File: config.mk
export PLATFORM = sky130hd
export DESIGN_NAME = cpu_io_handshake_ctrl
export DESIGN_NICKNAME = d
export VERILOG_FILES = /design/src/rtl/cpu_io_handshake_ctrl.sv
export SDC_FILE = /design/constraint.sdc
export NUM_CORES = 1
export LEC_CHECK = 0
export CAP_MARGIN = 10
export CORE_ASPECT_RATIO = 1.1
export CORE_MARGIN = 8
export CORE_UTILIZATION = 39
export DETAILED_ROUTE_END_ITERATION = 10
export MAX_ROUTING_LAYER = met4
export PLACE_DENSITY = 0.82
export SYNTH_ARGS = -nofsm -noshare
export SYNTH_HDL_FRONTEND = slang
export SYNTH_SLANG_ARGS = --single-unit
File: constraint.sdc
create_clock -name clk -period 1.69 [get_ports clk]
set_input_delay 0.169 -clock clk [delete_from_list [all_inputs] [get_ports clk]]
set_output_delay 0.169 -clock clk [all_outputs]
set_load 0.005 [all_outputs]
File: src/rtl/cpu_io_handshake_ctrl.sv
// cpu_io_handshake_ctrl: CPU-side initiator for the four-phase req/ack input/output handshake.
// Optional per-phase timeout abort is built when the IO_TIMEOUT_EN macro is defined.
module cpu_io_handshake_ctrl #(
  parameter int unsigned DW      = 16,
  parameter int unsigned TIMEOUT = 255
) (
  input  logic          clk,
  input  logic          rst_b,
  input  logic          in_start,
  input  logic          out_start,
  input  logic [DW-1:0] wdata,
  output logic [DW-1:0] rdata,
  output logic          busy,
  output logic          done,
  output logic          err,
  output logic          inp_req,
  input  logic          inp_ack,
  input  logic [DW-1:0] inp_data,
  output logic          out_req,
  input  logic          out_ack,
  output logic [DW-1:0] out_data
);

  typedef enum logic [2:0] {
    IDLE    = 3'd0,
    IN_REQ  = 3'd1,
    IN_REL  = 3'd2,
    OUT_REQ = 3'd3,
    OUT_REL = 3'd4
  } state_t;

  state_t state;
  logic   advance;
  logic   timeout_hit;

  // A phase timeout shorter than two cycles could never let a handshake complete.
  if (TIMEOUT < 2) begin : g_bad_timeout
    $error("cpu_io_handshake_ctrl: TIMEOUT must be at least 2");
  end

  // The ack edge each waiting phase is looking for.
  always_comb begin
    advance = 1'b0;
    case (state)
      IN_REQ:  advance = inp_ack;
      IN_REL:  advance = ~inp_ack;
      OUT_REQ: advance = out_ack;
      OUT_REL: advance = ~out_ack;
      default: advance = 1'b0;
    endcase
  end

`ifdef IO_TIMEOUT_EN
  localparam int unsigned CW = $clog2(TIMEOUT + 1);

  logic [CW-1:0] cnt;

  // The awaited ack edge always takes priority over an expiring count.
  assign timeout_hit = (state != IDLE) && !advance && (cnt == CW'(TIMEOUT - 1));

  // Phase-age counter: restarts whenever the FSM changes state.
  always_ff @(posedge clk or negedge rst_b) begin
    if (!rst_b) begin
      cnt <= '0;
    end else if ((state == IDLE) || advance || timeout_hit) begin
      cnt <= '0;
    end else begin
      cnt <= cnt + CW'(1);
    end
  end
`else
  assign timeout_hit = 1'b0;
`endif

  // Handshake sequencer; every output is a flop so the responders see clean levels.
  always_ff @(posedge clk or negedge rst_b) begin
    if (!rst_b) begin
      state    <= IDLE;
      rdata    <= '0;
      out_data <= '0;
      busy     <= 1'b0;
      done     <= 1'b0;
      err      <= 1'b0;
      inp_req  <= 1'b0;
      out_req  <= 1'b0;
    end else begin
      done <= 1'b0;
      err  <= 1'b0;
      case (state)
        IDLE: begin
          if (in_start) begin
            state   <= IN_REQ;
            inp_req <= 1'b1;
            busy    <= 1'b1;
          end else if (out_start) begin
            state    <= OUT_REQ;
            out_data <= wdata;
            out_req  <= 1'b1;
            busy     <= 1'b1;
          end
        end

        IN_REQ: begin
          if (advance) begin
            state   <= IN_REL;
            rdata   <= inp_data;
            inp_req <= 1'b0;
          end else if (timeout_hit) begin
            state   <= IDLE;
            inp_req <= 1'b0;
            busy    <= 1'b0;
            done    <= 1'b1;
            err     <= 1'b1;
          end
        end

        IN_REL: begin
          if (advance || timeout_hit) begin
            state <= IDLE;
            busy  <= 1'b0;
            done  <= 1'b1;
            err   <= timeout_hit;
          end
        end

        OUT_REQ: begin
          if (advance) begin
            state   <= OUT_REL;
            out_req <= 1'b0;
          end else if (timeout_hit) begin
            state   <= IDLE;
            out_req <= 1'b0;
            busy    <= 1'b0;
            done    <= 1'b1;
            err     <= 1'b1;
          end
        end

        OUT_REL: begin
          if (advance || timeout_hit) begin
            state <= IDLE;
            busy  <= 1'b0;
            done  <= 1'b1;
            err   <= timeout_hit;
          end
        end

        default: begin
          state   <= IDLE;
          inp_req <= 1'b0;
          out_req <= 1'b0;
          busy    <= 1'b0;
        end
      endcase
    end
  end

endmodule

; After elaboration in Yosys (flattened, before gate mapping)
; Cells that the tools add are included.
[word_totals]
ff_bits = 39
latch_bits = 0
ram_bits = 0
mem_bits_ro = 0
input_bits = 38
word_cells = 52
n_memories = 0
[op_classes]
add_sub_neg = 0
n_mul = 0
div = 0
magnitude_cmp = 0
eq_ne = 11
n_shift = 0
n_mux = 17
bitwise = 6
reduce_logical = 11
[op_table]
columns = op, count
row1 = 3-bit two-way mux, 5
row2 = 3-bit one-hot mux with 4 select lines, 1
row3 = 2-bit inequality test (second input constant), 5
row4 = 1-bit one-hot mux with 3 select lines, 3
row5 = 3-bit AND reduction, 3
row6 = 4-bit AND reduction, 2
row7 = 1-bit two-way mux, 7
row8 = 3-bit by 2-bit == test with 1-bit output (second input constant), 2
row9 = 1-bit NOT, 6
row10 = 3-bit OR reduction, 2
row11 = 1-bit one-hot mux with 4 select lines, 1
row12 = 2-bit OR reduction, 2
row13 = 3-bit by 1-bit == test with 1-bit output (second input constant), 1
row14 = 3-bit == test (second input constant), 1
row15 = 3-bit zero test, 1
row16 = 3-bit inequality test (second input constant), 1
row17 = 2-bit by 1-bit inequality test with 1-bit output (second input constant), 1
row18 = 2-bit AND reduction, 1

; Logic depth before layout (Yosys ltp)
; Gate-level depths: netlist of run 1.
[depth]
ltp_word = 4
mapped_depth = 5

; Least setup slack after synthesis of run 1
; OpenSTA, ideal clock, no wires.
[synth_timing]
path_type = reg2reg
startpoint = register state[1]
endpoint = register rdata[0]
setup_ns = 0.125
arrival_ns = 1.315
setup_slack_ns = 0.251
path_stages_with_launch = 5
path_buffers = 2
synth_period_minus_slack_ns = 1.439
cell_sequence = dfrtp_1 > buf_6 > nor3_4 > buf_6 > mux2_2
[synth_via]
elab_chain_len = 3
elab_cells_between_ends = 6
classes_between = eq/ne: 4 / mux: 1 / reduce/logical: 1
[synth_rtl]
columns = element, line
row1 = "start, declared", 32  ; state_t state;
row2 = "start signal, assigned", 78  ; state <= IDLE;
row3 = "start signal, assigned", 92  ; state <= IN_REQ;
row4 = "start signal, assigned", 96  ; state <= OUT_REQ;
row5 = 3-bit == test (tied with other cells), 44  ; case (state)
row6 = 1-bit one-hot mux with 4 select lines, 44
row7 = 2-bit AND reduction (no line) *, -
row8 = "end signal, assigned", 106  ; rdata <= inp_data;
row9 = "end, declared", 12  ; output logic [DW-1:0] rdata,
; Mark *: on every way between the ends. The rest lies on a longest branch, timed or not.
; A chain may end at the register's enable or synchronous reset.

; Final worst setup path of run 1
[layout_timing]
startpoint = register state[0]
endpoint = register out_data[15]
[layout_via]
elab_chain_len = 2
[layout_rtl]
columns = element, line
row1 = 3-bit zero test, 89  ; case (state)
row2 = 3-bit AND reduction (no line), -
row3 = "end signal, assigned", 97  ; out_data <= wdata;
row4 = "end, declared", 21  ; output logic [DW-1:0] out_data
; No other way between the ends.

==> results of run 1 <==
layer usage:
| metal | up-vias | track usage | part of all wire | wire, microns |
|---|---|---|---|---|
| li1 | 568 | - | - | - |
| met1 | 606 | 0.142 | 0.37 | 1580 |
| met2 | 41 | 0.241 | 0.56 | 2390 |
| met3 | 9 | 0.0243 | 0.043 | 185 |
| met4 | 0 | 0.0759 | 0.024 | 102 |
| met5 | - | - | 0 | 0 |
Yosys cell counts, drive strengths merged (2+ instances only):
| library cell | instances |
|---|---|
| a21oi | 5 |
| buf | 6 |
| dfrtp | 39 |
| inv | 4 |
| mux2 | 32 |
| nand2 | 3 |
| nand3 | 2 |
| nand3b | 2 |
| nor2b | 2 |
| o211ai | 2 |
| o31ai | 2 |
sequential cells by signal, indices dropped and copies added, names as in the netlist:
name and cells:
done 1, rdata 16, out_req 1, out_data 16
busy 1, inp_req 1, state 3
worst min-delay path by stage:
stage	start	cells past startpoint	to	slack (ps)
after floorplan	rst_b	0	busy$_DFFE_PN0P_	-130
after global placement	rst_b	1	rdata[4]$_DFFE_PN0P_	310
after detailed placement	rst_b	1	rdata[5]$_DFFE_PN0P_	330
after CTS	inp_data[0]	2	rdata[0]$_DFFE_PN0P_	470
after global routing	inp_data[12]	2	rdata[12]$_DFFE_PN0P_	470
final	inp_data[0]	2	rdata[0]$_DFFE_PN0P_	480
cell usage in the layout, fill, tap and decap left out:
master | Yosys | routed
buf_4 | 2 | 4
a211o_1 | 1 | 1
o211ai_1 | 2 | 2
nand2b_1 | 1 | 1
nor2b_1 | 2 | 2
clkbuf_8 | 0 | 5
clkdlybuf4s50_1 | 0 | 72
bufinv_16 | 0 | 1
o22ai_1 | 1 | 1
o221ai_1 | 1 | 1
buf_2 | 1 | 1
nand3b_1 | 2 | 2
dlygate4sd3_1 | 0 | 1
nand2_2 | 1 | 1
o2111a_1 | 1 | 1
mux2_4 | 9 | 9
or2_1 | 1 | 1
nand2_1 | 2 | 2
a21oi_1 | 5 | 5
buf_12 | 0 | 2
inv_1 | 3 | 3
inv_2 | 1 | 1
conb_1 | 1 | 1
nand4b_4 | 1 | 1
a21boi_0 | 1 | 1
a31oi_1 | 1 | 1
clkinv_4 | 0 | 1
o31ai_1 | 2 | 2
clkinv_2 | 0 | 1
o2bb2ai_1 | 1 | 1
nand3_1 | 2 | 2
nor3_4 | 1 | 1
nor3b_1 | 1 | 1
mux2_2 | 23 | 23
nor2_1 | 1 | 1
or4_4 | 1 | 1
dfrtp_1 | 39 | 39
through the flow:
stage | area (sq um) | instances | power [mW] | utilization | hold WS, ps
after floorplan | 1680 | 114 | 2.62 | - | -127
after global placement | 2490 | 241 | 3.75 | 0.590 | 308
after detailed placement | 2490 | 241 | 3.84 | 0.590 | 330
after CTS | 2610 | 250 | 4.64 | 0.619 | 467
final | 2610 | 250 | 4.57 | 0.619 | 479
after global routing | 2610 | 250 | 4.86 | 0.619 | 475
repair_timing:
item,4_1_cts,5_1_grt
hold endpoints to repair,13,0
hold buffers,1,0
gates resized for setup,0,0
cell families (layout without fill, tap and decap cells):
family / after synthesis / count (layout)
flip-flops: 39 / 39
multiplexers: 32 / 32
AO/OA/AOI/OAI: 16 / 16
AND/OR/NAND/NOR: 16 / 16
buffers and inverters: 10 / 92
other: 1 / 1
final cells by class:
class | count | area (sq um)
Fill cell | 342 | 1610
Sequential cell | 39 | 976
Multi-Input combinational cell | 65 | 637
Timing Repair Buffer | 80 | 806
Clock buffer | 5 | 68.8
Inverter | 4 | 15.0
Clock inverter | 3 | 43.8
Tap cell | 54 | 67.6
worst register-to-register path, stage by stage, from the launching register on:
cell and delay, ps:
dfrtp_1 470, or2_1 300, nand4b_4 190, buf_12 180, mux2_4 310
power by group:
part,leakage (nW),internal [mW],switching [mW]
Clock,0.0581,0.439,0.339
Combinational,0.600,1.43,0.637
Sequential,0.469,1.40,0.326
==> results.json, run 1 <==
{
  "status": "complete, no violations",
  "synth.top_cell.area_share": 0.580,
  "die_w_microns": 78.6,
  "rr_worst_depth": 4,
  "synthCells": 114,
  "cp_data_arrival_time_ps": 1730,
  "drt_wl_total_microns": 4260,
  "syn_nets": 152,
  "port_buffers": 73,
  "drc": 0,
  "r2r_slack_ps": 140,
  "synth_simple_gate_area_frac": 0.0751,
  "root_buffer": "clkbuf_8",
  "timing.final.crit_share": 0.918,
  "synth_top_family_by_area": "multiplexers",
  "dominantRegCellSynth": "dfrtp_1",
  "track_usage": 0.138,
  "first_pass_iters": 4,
  "synth_area_leader_cell": "dfrtp_1",
  "end_kind": "register",
  "ys.warnings.count": 0,
  "drt_iter0_drc": 85,
  "fin_skew_ps": 5.28,
  "gp_congestion": 0.781,
  "setup_ws_ps": 139,
  "synth-seq-cells": 39,
  "grt_pass1_wl_microns": 6900,
  "drive_above_1_share": 0.265,
  "grt_max_degree": 40,
  "postRouteAntennaNets": 0,
  "dieArea_sq_um": 6670,
  "postCtsSetupRepairBufs": 0,
  "rows": 25,
  "timing.rr.start": "state[0]$_DFFE_PN0P_",
  "crit_required_ps": 1870,
  "clkLatencyLatePin_ps": 290,
  "cts_made_buffers": 5,
  "clk_pin_slew_ps": 80,
  "hold_violations": 0,
  "synth_xor_area_frac": 0,
  "vias": 1224,
  "setup_tns_ps": 0,
  "initial_utilization": 0.398,
  "worst-path-stages": 4,
  "clkSinkCount": 39,
  "cp_top_family": "simple AND/OR/NAND/NOR gates",
  "critPathBufInv": 1,
  "clockBufferDepth": 2,
  "synth-edff-count": 0,
  "cts_tree": "built",
  "synthMuxAreaShare": 0.234,
  "routedWlPerCell_microns": 17.0,
  "crit_path_max_incr_delay_ps": 470,
  "pre_cts_ws_ps": 59.4,
  "grt_pass1_vias": 1318,
  "start_kind": "register",
  "core_area_sq_um": 4220,
  "cap_violations": 0,
  "hold_path_class": "input pin to register",
  "syn_area_per_cell_sq_um": 14.8,
  "synth_compound_area_frac": 0.0670,
  "worstSetupPathType": "register to register",
  "vias_per_cell": 4.90,
  "ios": 75,
  "final-setup-viol-count": 0,
  "vdd_drop_max_mv": 0.906,
  "slew_viol_final": 0,
  "yosysUniqueCellTypes": 31,
  "ys_top_cells_by_area": "dfrtp_1, mux2_2, mux2_4, buf_6, a21oi_1",
  "worst_slew_pin_slew_ps": 828,
  "die_h_microns": 84.9,
  "slew_headroom": 0.448,
  "htree_levels": 2,
  "layout.nets": 233,
  "startpoint": "state[0]$_DFFE_PN0P_",
  "crit_chain": "or2_1, nand4b_4, buf_12, mux2_4",
  "grt_overflow_total": 0,
  "synth_fa_ha_area_frac": 0,
  "antenna_found_initial": 0,
  "n_antenna_cell": 0,
  "netlist_area_sq_um": 1680,
  "fmax_mhz": 645,
  "power.density_nw_per_um2": 1750,
  "worstPathMaxFanout": 17,
  "cp_slowest_cell": "dfrtp_1",
  "dp_hpwl_microns": 3300,
  "async_flop_share": 1.00,
  "syn_to_final_growth_pct": 55.4,
  "p_leak_nw": 1.13,
  "finalCriticalPeriod_ps": 1550,
  "grt_setup_unrepaired": "false",
  "seq_area_frac_synth": 0.580,
  "cp-endpoint": "out_data[15]$_DFFE_PN0P_",
  "r2r_end": "out_data[15]$_DFFE_PN0P_"
}
Note: power is estimated with default switching activity, not from simulation.
==> run 2: changes to the inputs <==
--- a/config.mk
+++ b/config.mk
@@ -13,3 +13,3 @@
 export MAX_ROUTING_LAYER = met4
-export PLACE_DENSITY = 0.82
+export PLACE_DENSITY = 0.79
 export SYNTH_ARGS = -nofsm -noshare
--- a/constraint.sdc
+++ b/constraint.sdc
@@ -3,2 +3,2 @@
 set_output_delay 0.169 -clock clk [all_outputs]
-set_load 0.005 [all_outputs]
+set_load 0.05 [all_outputs]
==> results.json, run 2 (synthesis gave the netlist of run 1 again) <==
{
  "ios": 75,
  "rows": 25,
  "worstSetupPathType": "register to primary output",
  "vias_per_cell": 4.78,
  "timing.rr.start": "state[1]$_DFFE_PN0P_",
  "r2r_slack_ps": 150,
  "pre_cts_ws_ps": 49.3,
  "setup_ws_ps": 61.5,
  "grt_pass1_vias": 1364,
  "grt_pass1_wl_microns": 6620,
  "rr_worst_depth": 3,
  "syn_to_final_growth_pct": 51.4,
  "hold_path_class": "input pin to async pin",
  "cap_violations": 0,
  "fmax_mhz": 614,
  "cts_tree": "built",
  "drive_above_1_share": 0.330,
  "cp-endpoint": "rdata[14]",
  "power_mw": 5.85,
  "status": "finished with violations",
  "clkSinkCount": 39,
  "hold_violations": 39,
  "gp_congestion": 0.964,
  "crit_required_ps": 1520,
  "r2r_end": "state[0]$_DFFE_PN0P_",
  "p_comb_frac": 0.605,
  "cp_top_family": "buffers and inverters",
  "drt_wl_total_microns": 4060,
  "p_leak_nw": 1.13,
  "power.density_nw_per_um2": 2300,
  "grt_max_degree": 40,
  "final-setup-viol-count": 0,
  "antenna_found_initial": 0,
  "p_seq_frac": 0.293,
  "hold_ws_ps": -19.9,
  "timing.final.crit_share": 0.964,
  "postCtsSetupRepairBufs": 0,
  "dp_hpwl_microns": 3250,
  "die_w_microns": 78.6,
  "slew_headroom": 0.458,
  "vias": 1185,
  "worst-path-stages": 1,
  "grt_setup_unrepaired": "false",
  "switchingPower_mw": 2.76,
  "dieArea_sq_um": 6670,
  "track_usage": 0.127,
  "end_kind": "primary output",
  "largest_registers": "out_data (16), rdata (16), state (3)",
  "postLayoutCoreUtil": 0.603,
  "swShare": 0.472,
  "hold_buffers": 0,
  "postRouteAntennaNets": 0,
  "root_buffer": "clkbuf_8",
  "vdd_drop_max_mv": 1.25,
  "cts_resized": 0,
  "crit_path_max_incr_delay_ps": 830,
  "drc": 0,
  "cp_slowest_cell": "clkdlybuf4s50_1",
  "layout_common_cells": "clkdlybuf4s50_1, dfrtp_1, mux2_2, buf_4, mux2_4",
  "die_h_microns": 84.9,
  "critPathBufInv": 1,
  "worst_slew_pin_slew_ps": 814,
  "initial_utilization": 0.398,
  "first_pass_iters": 4,
  "drt_iter0_drc": 34,
  "pwr-share-clk": 0.102,
  "p_int_mw": 3.09,
  "htree_levels": 2,
  "clockBufferDepth": 2,
  "core_area_sq_um": 4220,
  "worstPathMaxFanout": 2,
  "grt_overflow_total": 0,
  "startpoint": "rdata[14]$_DFFE_PN0P_",
  "clkLatencyLatePin_ps": 270,
  "port_buffers": 73,
  "cts_made_buffers": 5,
  "cp_data_arrival_time_ps": 1460,
  "layout.nets": 232,
  "setup_tns_ps": 0,
  "start_kind": "register",
  "clk_pin_slew_ps": 70,
  "violations": "negative hold slack",
  "final_common_cell": "clkdlybuf4s50_1",
  "finalCriticalPeriod_ps": 1630,
  "routedWlPerCell_microns": 16.4,
  "n_antenna_cell": 0,
  "fin_skew_ps": 3.66,
  "crit_chain": "clkdlybuf4s50_1",
  "slew_viol_final": 0
}
## run 2: cell types whose count changed in the layout (fill, tap and decap cells not counted), sizes merged
cell / delta
clkbuf: +1
bufinv: -1
clkdlybuf4s50: -13
dlygate4sd3: -1
clkinv: -1
buf: +13
## run 2: final cells by class
cell class                      count  area, sq um
Clock inverter                      1         5.00
Sequential cell                    39          976
Clock buffer                        6         82.6
Tap cell                           54         67.6
Fill cell                         351         1680
Inverter                            4         15.0
Multi-Input combinational cell     65          637
Timing Repair Buffer               79          763
## run 2: routing by layer
metal,routed length [microns],track usage,up-vias,share of wire
li1,-,-,564,-
met1,1490,0.123,586,0.37
met2,2350,0.237,33,0.58
met3,177,0.0328,2,0.044
met4,36,0.0455,0,0.0089
met5,0,-,-,0
## run 2: worst min-delay path by stage
stage / endpoint / slack, ps / start
after detailed placement: rdata[10]$_DFFE_PN0P_ / 310 / rst_b
final: rdata[10]$_DFFE_PN0P_ / -20 / rst_b
after CTS: rdata[10]$_DFFE_PN0P_ / 10 / rst_b
after global placement: rdata[10]$_DFFE_PN0P_ / 310 / rst_b
after global routing: rdata[11]$_DFFE_PN0P_ / 60 / rst_b
after floorplan: busy$_DFFE_PN0P_ / -130 / rst_b
## run 2: per-stage QoR
step,hold WS (ps),instance area [sq um],instances
after global routing,56.5,2550,248
after detailed placement,314,2460,241
after CTS,13.1,2550,248
after floorplan,-127,1680,114
after global placement,305,2460,241
final,-19.9,2550,248
## run 2: power groups by stage
stage	Clock [mW]	Combinational [mW]	Sequential [mW]
final	0.598	3.54	1.72
after global routing	0.664	3.69	1.78
after CTS	0.623	3.57	1.72
after detailed placement	0	3.57	1.73
after global placement	0	3.51	1.70
after floorplan	0	0.949	3.17
